**config.mk**
```make
export PLATFORM = sky130hd
export DESIGN_NAME = sce_rr_scheduler
export DESIGN_NICKNAME = d
export VERILOG_FILES = /design/src/rtl/sce_rr_scheduler.sv
export SDC_FILE = /design/constraint.sdc
export NUM_CORES = 1
export LEC_CHECK = 0
export CAP_MARGIN = 20
export CELL_PAD_IN_SITES_DETAIL_PLACEMENT = 0
export CELL_PAD_IN_SITES_GLOBAL_PLACEMENT = 1
export CORE_ASPECT_RATIO = 0.6
export CORE_MARGIN = 2
export CORE_UTILIZATION = 40
export CTS_BUF_LIST = sky130_fd_sc_hd__clkbuf_4 sky130_fd_sc_hd__clkbuf_8
export CTS_CLUSTER_SIZE = 20
export DETAILED_ROUTE_END_ITERATION = 16
export PLACE_DENSITY_LB_ADDON = 0.1
export SYNTH_ARGS = -nofsm -noshare
export SYNTH_HDL_FRONTEND = slang
export SYNTH_SLANG_ARGS = --single-unit
```
**constraint.sdc**
```tcl
create_clock -name clk -period 4 [get_ports clk]
set_input_delay 0.6 -clock clk [delete_from_list [all_inputs] [get_ports clk]]
set_output_delay 0.6 -clock clk [all_outputs]
set_load 0.05 [all_outputs]
```
**src/rtl/sce_rr_scheduler.sv**
```systemverilog
// sce_rr_scheduler: round-robin front end sharing one sequence-component engine.
// Optional watchdog: define SCE_SCHED_TIMEOUT_EN (sticky err, abort on stall).
module sce_rr_scheduler #(
  parameter int M       = 14,
  parameter int N_CH    = 4,
  parameter int CH_W    = 2,
  parameter int TIMEOUT = 255
) (
  input  logic              clk,
  input  logic              rst_n,
  input  logic [N_CH-1:0]   ch_req,
  input  logic [N_CH*M-1:0] ch_va,
  input  logic [N_CH*M-1:0] ch_vb,
  input  logic [N_CH*M-1:0] ch_vc,
  output logic [N_CH-1:0]   ch_ack,
  output logic              eng_start,
  output logic [M-1:0]      eng_va,
  output logic [M-1:0]      eng_vb,
  output logic [M-1:0]      eng_vc,
  output logic [M-1:0]      eng_vb1,
  output logic [M-1:0]      eng_vc1,
  input  logic              eng_done,
  input  logic [M-1:0]      eng_pos,
  input  logic [M-1:0]      eng_neg,
  input  logic [M-1:0]      eng_zero,
  output logic              res_valid,
  output logic [CH_W-1:0]   res_ch,
  output logic [M-1:0]      res_pos,
  output logic [M-1:0]      res_neg,
  output logic [M-1:0]      res_zero,
  output logic              busy,
  output logic              err
);

  typedef enum logic [1:0] {
    S_IDLE,
    S_START,
    S_WAIT,
    S_DONE
  } state_e;

  state_e          state_q, state_d;
  logic [CH_W-1:0] rr_q, rr_d;
  logic [CH_W-1:0] gnt_q, gnt_d;
  logic [N_CH-1:0] ack_q, ack_d;
  logic            start_q, start_d;
  logic [M-1:0]    va_q, va_d;
  logic [M-1:0]    vb_q, vb_d;
  logic [M-1:0]    vc_q, vc_d;
  logic [M-1:0]    vb1_q, vb1_d;
  logic [M-1:0]    vc1_q, vc1_d;
  logic [M-1:0]    hist_vb_q [N_CH];
  logic [M-1:0]    hist_vb_d [N_CH];
  logic [M-1:0]    hist_vc_q [N_CH];
  logic [M-1:0]    hist_vc_d [N_CH];
  logic            rv_q, rv_d;
  logic [CH_W-1:0] rch_q, rch_d;
  logic [M-1:0]    pos_q, pos_d;
  logic [M-1:0]    neg_q, neg_d;
  logic [M-1:0]    zero_q, zero_d;

`ifdef SCE_SCHED_TIMEOUT_EN
  localparam int TW =
    ($clog2(TIMEOUT + 1) > 8) ? $clog2(TIMEOUT + 1) : 8;
  logic [TW-1:0] wcnt_q, wcnt_d;
  logic          err_q, err_d;
`else
  logic unused_timeout;
  assign unused_timeout = (TIMEOUT != 0);
`endif

  logic            pick_vld;
  logic [CH_W-1:0] pick;
  logic [CH_W:0]   pidx;

  // Find the first requester at or after rr, wrapping at N_CH.
  always_comb begin
    pick_vld = 1'b0;
    pick     = '0;
    pidx     = '0;
    for (int i = 0; i < N_CH; i++) begin
      pidx = {1'b0, rr_q} + (CH_W+1)'(i);
      if (pidx >= (CH_W+1)'(N_CH)) begin
        pidx = pidx - (CH_W+1)'(N_CH);
      end
      if (!pick_vld && ch_req[pidx[CH_W-1:0]]) begin
        pick_vld = 1'b1;
        pick     = pidx[CH_W-1:0];
      end
    end
  end

  // Next-state logic for the sequencer, operands, history and results.
  always_comb begin
    state_d   = state_q;
    rr_d      = rr_q;
    gnt_d     = gnt_q;
    ack_d     = '0;
    start_d   = 1'b0;
    va_d      = va_q;
    vb_d      = vb_q;
    vc_d      = vc_q;
    vb1_d     = vb1_q;
    vc1_d     = vc1_q;
    hist_vb_d = hist_vb_q;
    hist_vc_d = hist_vc_q;
    rv_d      = 1'b0;
    rch_d     = rch_q;
    pos_d     = pos_q;
    neg_d     = neg_q;
    zero_d    = zero_q;
`ifdef SCE_SCHED_TIMEOUT_EN
    wcnt_d    = wcnt_q;
    err_d     = err_q;
`endif
    unique case (state_q)
      S_IDLE: begin
        if (pick_vld) begin
          gnt_d   = pick;
          ack_d   = {{(N_CH-1){1'b0}}, 1'b1} << pick;
          start_d = 1'b1;
          va_d    = ch_va[pick*M +: M];
          vb_d    = ch_vb[pick*M +: M];
          vc_d    = ch_vc[pick*M +: M];
          vb1_d   = hist_vb_q[pick];
          vc1_d   = hist_vc_q[pick];
          state_d = S_START;
        end
      end
      S_START: begin
        if (gnt_q == CH_W'(N_CH - 1)) begin
          rr_d = '0;
        end else begin
          rr_d = gnt_q + CH_W'(1);
        end
`ifdef SCE_SCHED_TIMEOUT_EN
        wcnt_d = '0;
`endif
        state_d = S_WAIT;
      end
      S_WAIT: begin
`ifdef SCE_SCHED_TIMEOUT_EN
        wcnt_d = wcnt_q + TW'(1);
`endif
        if (eng_done) begin
          pos_d            = eng_pos;
          neg_d            = eng_neg;
          zero_d           = eng_zero;
          rch_d            = gnt_q;
          hist_vb_d[gnt_q] = vb_q;
          hist_vc_d[gnt_q] = vc_q;
          rv_d             = 1'b1;
          state_d          = S_DONE;
        end
`ifdef SCE_SCHED_TIMEOUT_EN
        else if (wcnt_q == TW'(TIMEOUT - 1)) begin
          err_d   = 1'b1;
          state_d = S_IDLE;
        end
`endif
      end
      S_DONE: begin
        state_d = S_IDLE;
      end
      default: begin
        state_d = S_IDLE;
      end
    endcase
  end

  // State and output registers; reset aborts any transaction in flight.
  always_ff @(posedge clk or negedge rst_n) begin
    if (!rst_n) begin
      state_q <= S_IDLE;
      rr_q    <= '0;
      gnt_q   <= '0;
      ack_q   <= '0;
      start_q <= 1'b0;
      va_q    <= '0;
      vb_q    <= '0;
      vc_q    <= '0;
      vb1_q   <= '0;
      vc1_q   <= '0;
      for (int i = 0; i < N_CH; i++) begin
        hist_vb_q[i] <= '0;
        hist_vc_q[i] <= '0;
      end
      rv_q    <= 1'b0;
      rch_q   <= '0;
      pos_q   <= '0;
      neg_q   <= '0;
      zero_q  <= '0;
`ifdef SCE_SCHED_TIMEOUT_EN
      wcnt_q  <= '0;
      err_q   <= 1'b0;
`endif
    end else begin
      state_q   <= state_d;
      rr_q      <= rr_d;
      gnt_q     <= gnt_d;
      ack_q     <= ack_d;
      start_q   <= start_d;
      va_q      <= va_d;
      vb_q      <= vb_d;
      vc_q      <= vc_d;
      vb1_q     <= vb1_d;
      vc1_q     <= vc1_d;
      hist_vb_q <= hist_vb_d;
      hist_vc_q <= hist_vc_d;
      rv_q      <= rv_d;
      rch_q     <= rch_d;
      pos_q     <= pos_d;
      neg_q     <= neg_d;
      zero_q    <= zero_d;
`ifdef SCE_SCHED_TIMEOUT_EN
      wcnt_q    <= wcnt_d;
      err_q     <= err_d;
`endif
    end
  end

  assign ch_ack    = ack_q;
  assign eng_start = start_q;
  assign eng_va    = va_q;
  assign eng_vb    = vb_q;
  assign eng_vc    = vc_q;
  assign eng_vb1   = vb1_q;
  assign eng_vc1   = vc1_q;
  assign res_valid = rv_q;
  assign res_ch    = rch_q;
  assign res_pos   = pos_q;
  assign res_neg   = neg_q;
  assign res_zero  = zero_q;
  assign busy      = (state_q != S_IDLE);
`ifdef SCE_SCHED_TIMEOUT_EN
  assign err       = err_q;
`else
  assign err       = 1'b0;
`endif

endmodule
```
==> flow_metrics.tcl <==
set metrics [dict create \
    status "finished, final reports clean" \
    placeableCoreArea_mm2 0.02625 \
    die_h_um 130.1 \
    setup_violations 0 \
    portBuffers 337 \
    rows 46 \
    placed_cell_area_mm2 0.01437 \
    crit_chain "inv_1 -> ha_1 -> inv_1 -> clkdlybuf4s50_1" \
    cts_resized 0 \
    yosysSeqAreaShare_pct 56.17 \
    cp-end-kind "output pin" \
    cellPowerDensity_mw_per_mm2 835.0 \
    cts_buffers 38 \
    p_leak_nw 7.118 \
    period_needed_ps 2725 \
    layout_setup_ws_ps 1275 \
    syn_to_final_growth_pct 42.94 \
    avgSynthCellArea_um2 12.19 \
    path_max_fanout 4 \
    clock_sinks 238 \
    rsz0062_at_grt "no" \
    criticalPathCategory "reg2out" \
    period_share_pct 68.12 \
    yosysWarnings 0 \
    clk_latency_ps 540 \
    max-vdd-ir-drop_mv 0.3249 \
    start_util_pct 40.40 \
    netSwitchingPower_mw 5.455 \
    internal-power_mw 7.200 \
    p_comb_share_pct 49.6 \
    vias_per_cell 4.999 \
    power_frac_clock_pct 17.2 \
    grt_max_degree 91 \
    sw_frac_of_total_pct 43.10 \
    hold_viol 0 \
    post-place-ws_ps 972.1 \
    vias 7934 \
    clockBufferDepth 3 \
    r2r_start "rr_q[0]$_DFFE_PN0N_" \
    hpwl_um 19340 \
    wl_per_cell_um 18.17 \
    cp_top_family "buffers and inverters" \
    maxSlewHeadroom_pct 39.81 \
    ys_ff_latch 238 \
    ant_nets 0 \
    hold_path_class "in2async" \
    cp.required_ps 3400 \
    antenna_cells 0 \
    nNetsFinal 1428 \
    crit_top_cell "inv_1" \
    yosysUniqueCellTypes 27 \
    slew_viol_final 0 \
    startpoint "state_q[0]$_DFFE_PN0P_" \
    setup-tns-final_ps 0 \
    route.detailed.drc 0 \
    crit_path_start_kind "register" \
    drive_gt1_share_pct 16.38 \
    cts_tree "yes" \
    design_area_mm2 0.01516 \
    routed_wl_um 28840 \
    crit_path_top_delay_cell "clkdlybuf4s50_1" \
    grt_pass1_vias 8101 \
    fmax_mhz 367.0 \
    finalClockSkew_ps 15.38 \
    grt_pass1_wl_um 45420 \
    antenna_found_initial 0 \
    cts.clk_slew.worst_paths_ps 60 \
    fp.dieArea_mm2 0.02787 \
    syn_area_mm2 0.01060 \
    cts-root-buf "clkbuf_8" \
    path_buf_inv 3 \
    syn_nets 1094 \
    grt_overflow_total 0 \
    cts_setup_buffers 0 \
    syn_inst 870 \
    p_seq_share_pct 33.1 \
    die_x_um 214.2 \
    dr.pass1.iters 4 \
    io_pins 339 \
    cts_hold_buffers 0 \
    cts_max_level 2 \
    drt-initial-drc-count 364 \
    cp_slowest_stage_delay_ps 810 \
    gp_congestion 0.7748 \
    cap_violations 0 \
    fillers 2231 \
    cp.arrival_ps 2120 \
    grt_usage_pct 20.67 \
    tightest_slew_ps 902.8 \
]
worst paths after layout:
| check | cells after the start | slack [ps] | end |
|---|---|---|---|
| worst max-delay path | 4 | 1280 | busy |
| worst min-delay path | 1 | 50 | res_zero[3]$_DFFE_PN0P_ |
| worst max register to register | 6 | 1740 | eng_vc[9]$_DFFE_PN0P_ |
| min in group clk | 2 | 470 | res_zero[5]$_DFFE_PN0P_ |
| worst min register to register | 2 | 470 | res_zero[5]$_DFFE_PN0P_ |
| max in group asynchronous | 2 | 2920 | hist_vc_q[0]$_DFFE_PN0P_ |
kinds of logic (layout without fill, tap and decap cells):
logic type	count (synthesis)	after routing	synth area share (%)
other	1	1	0.03537
multiplexers	253	253	25.22
adder cells (fa/ha/maj)	7	7	0.8260
AO/OA/AOI/OAI	85	85	6.668
flip-flops	238	238	56.17
AND/OR/NAND/NOR	220	220	8.001
buffers and inverters	66	423	3.080
stage by stage:
| step | total power, mW | hold WS (ps) | utilization, % | cells |
|---|---|---|---|---|
| after floorplan | 8.374 | 304.4 | - | 870 |
| after global placement | 10.50 | 457.9 | 54.74 | 1524 |
| after detailed placement | 10.59 | 460.8 | 54.74 | 1524 |
| after CTS | 12.82 | 67.66 | 57.75 | 1587 |
| after global routing | 13.42 | 98.54 | 57.75 | 1587 |
| final | 12.66 | 45.31 | 57.75 | 1587 |
final cells by class:
type                            count  area, µm²  share of cell area, %
Sequential cell                   238       5956                  39.30
Clock inverter                      5      52.55                 0.3467
Timing Repair Buffer              351       3571                  23.56
Tap cell                          360      450.4                  2.972
Clock buffer                       58      735.7                  4.854
Multi-Input combinational cell    566       4357                  28.75
Inverter                            9      33.78                 0.2229
synth_stat cells:
master      n  area share [%]
dfrtp_1   238              56
nand2_1   208             7.4
mux2i_1   140              13
mux2_2    113              12
o221ai_1   70             5.8
clkbuf_1   28            0.99
buf_2      18            0.85
buf_6       7            0.74
ha_1        7            0.83
inv_1       7            0.25
o21ai_0     6            0.28
a21oi_1     4            0.19
buf_1       3            0.11
nand2b_1    3            0.18
and3_1      2            0.12
inv_2       2           0.071
nor2_1      2           0.071
nor2b_1     2            0.12
nor3_1      2           0.094
a211o_1     1           0.083
a21o_1      1           0.071
buf_4       1           0.071
conb_1      1           0.035
nor4_1      1           0.059
o22a_1      1           0.083
o32a_1      1           0.094
o32ai_1     1           0.083
sequential cells by signal (all words and copies together), names as in the netlist:
name	cells
hist_vb_q	56
hist_vc_q	56
eng_va	14
eng_vb1	14
eng_vb	14
eng_vc1	14
eng_vc	14
res_neg	14
res_pos	14
res_zero	14
ch_ack	4
gnt_q	2
res_ch	2
rr_q	2
state_q	2
eng_start	1
res_valid	1
placed cells by master (no fill, tap or decap), types with 5 or more instances in the layout:
master           instances
buf_12                   7
o21ai_0                  6
mux2i_1                140
clkbuf_4                10
buf_4                    7
mux2_2                 113
clkbuf_8                48
inv_1                    7
clkdlybuf4s50_1        336
nand2_1                202
ha_1                     7
o221ai_1                70
nand2_2                  5
dfrtp_1                238
layer usage:
| layer | part of all wire (%) | global-route usage, % | vias up |
|---|---|---|---|
| li1 | - | - | 3768 |
| met1 | 48 | 28.77 | 3921 |
| met2 | 45 | 32.28 | 207 |
| met3 | 6.1 | 5.501 | 38 |
| met4 | 1.6 | 5.556 | 0 |
| met5 | 0 | 0 | - |
power by group through the flow:
| stage | registers, mW | logic (mW) | clock network (mW) |
|---|---|---|---|
| final | 4.19 | 6.28 | 2.18 |
| after global routing | 4.35 | 6.71 | 2.37 |
| after CTS | 4.20 | 6.37 | 2.26 |
| after detailed placement | 4.23 | 6.36 | 0 |
| after global placement | 4.21 | 6.28 | 0 |
| after floorplan | 5.87 | 2.50 | 0 |
Power figures use the tool's default switching activity.
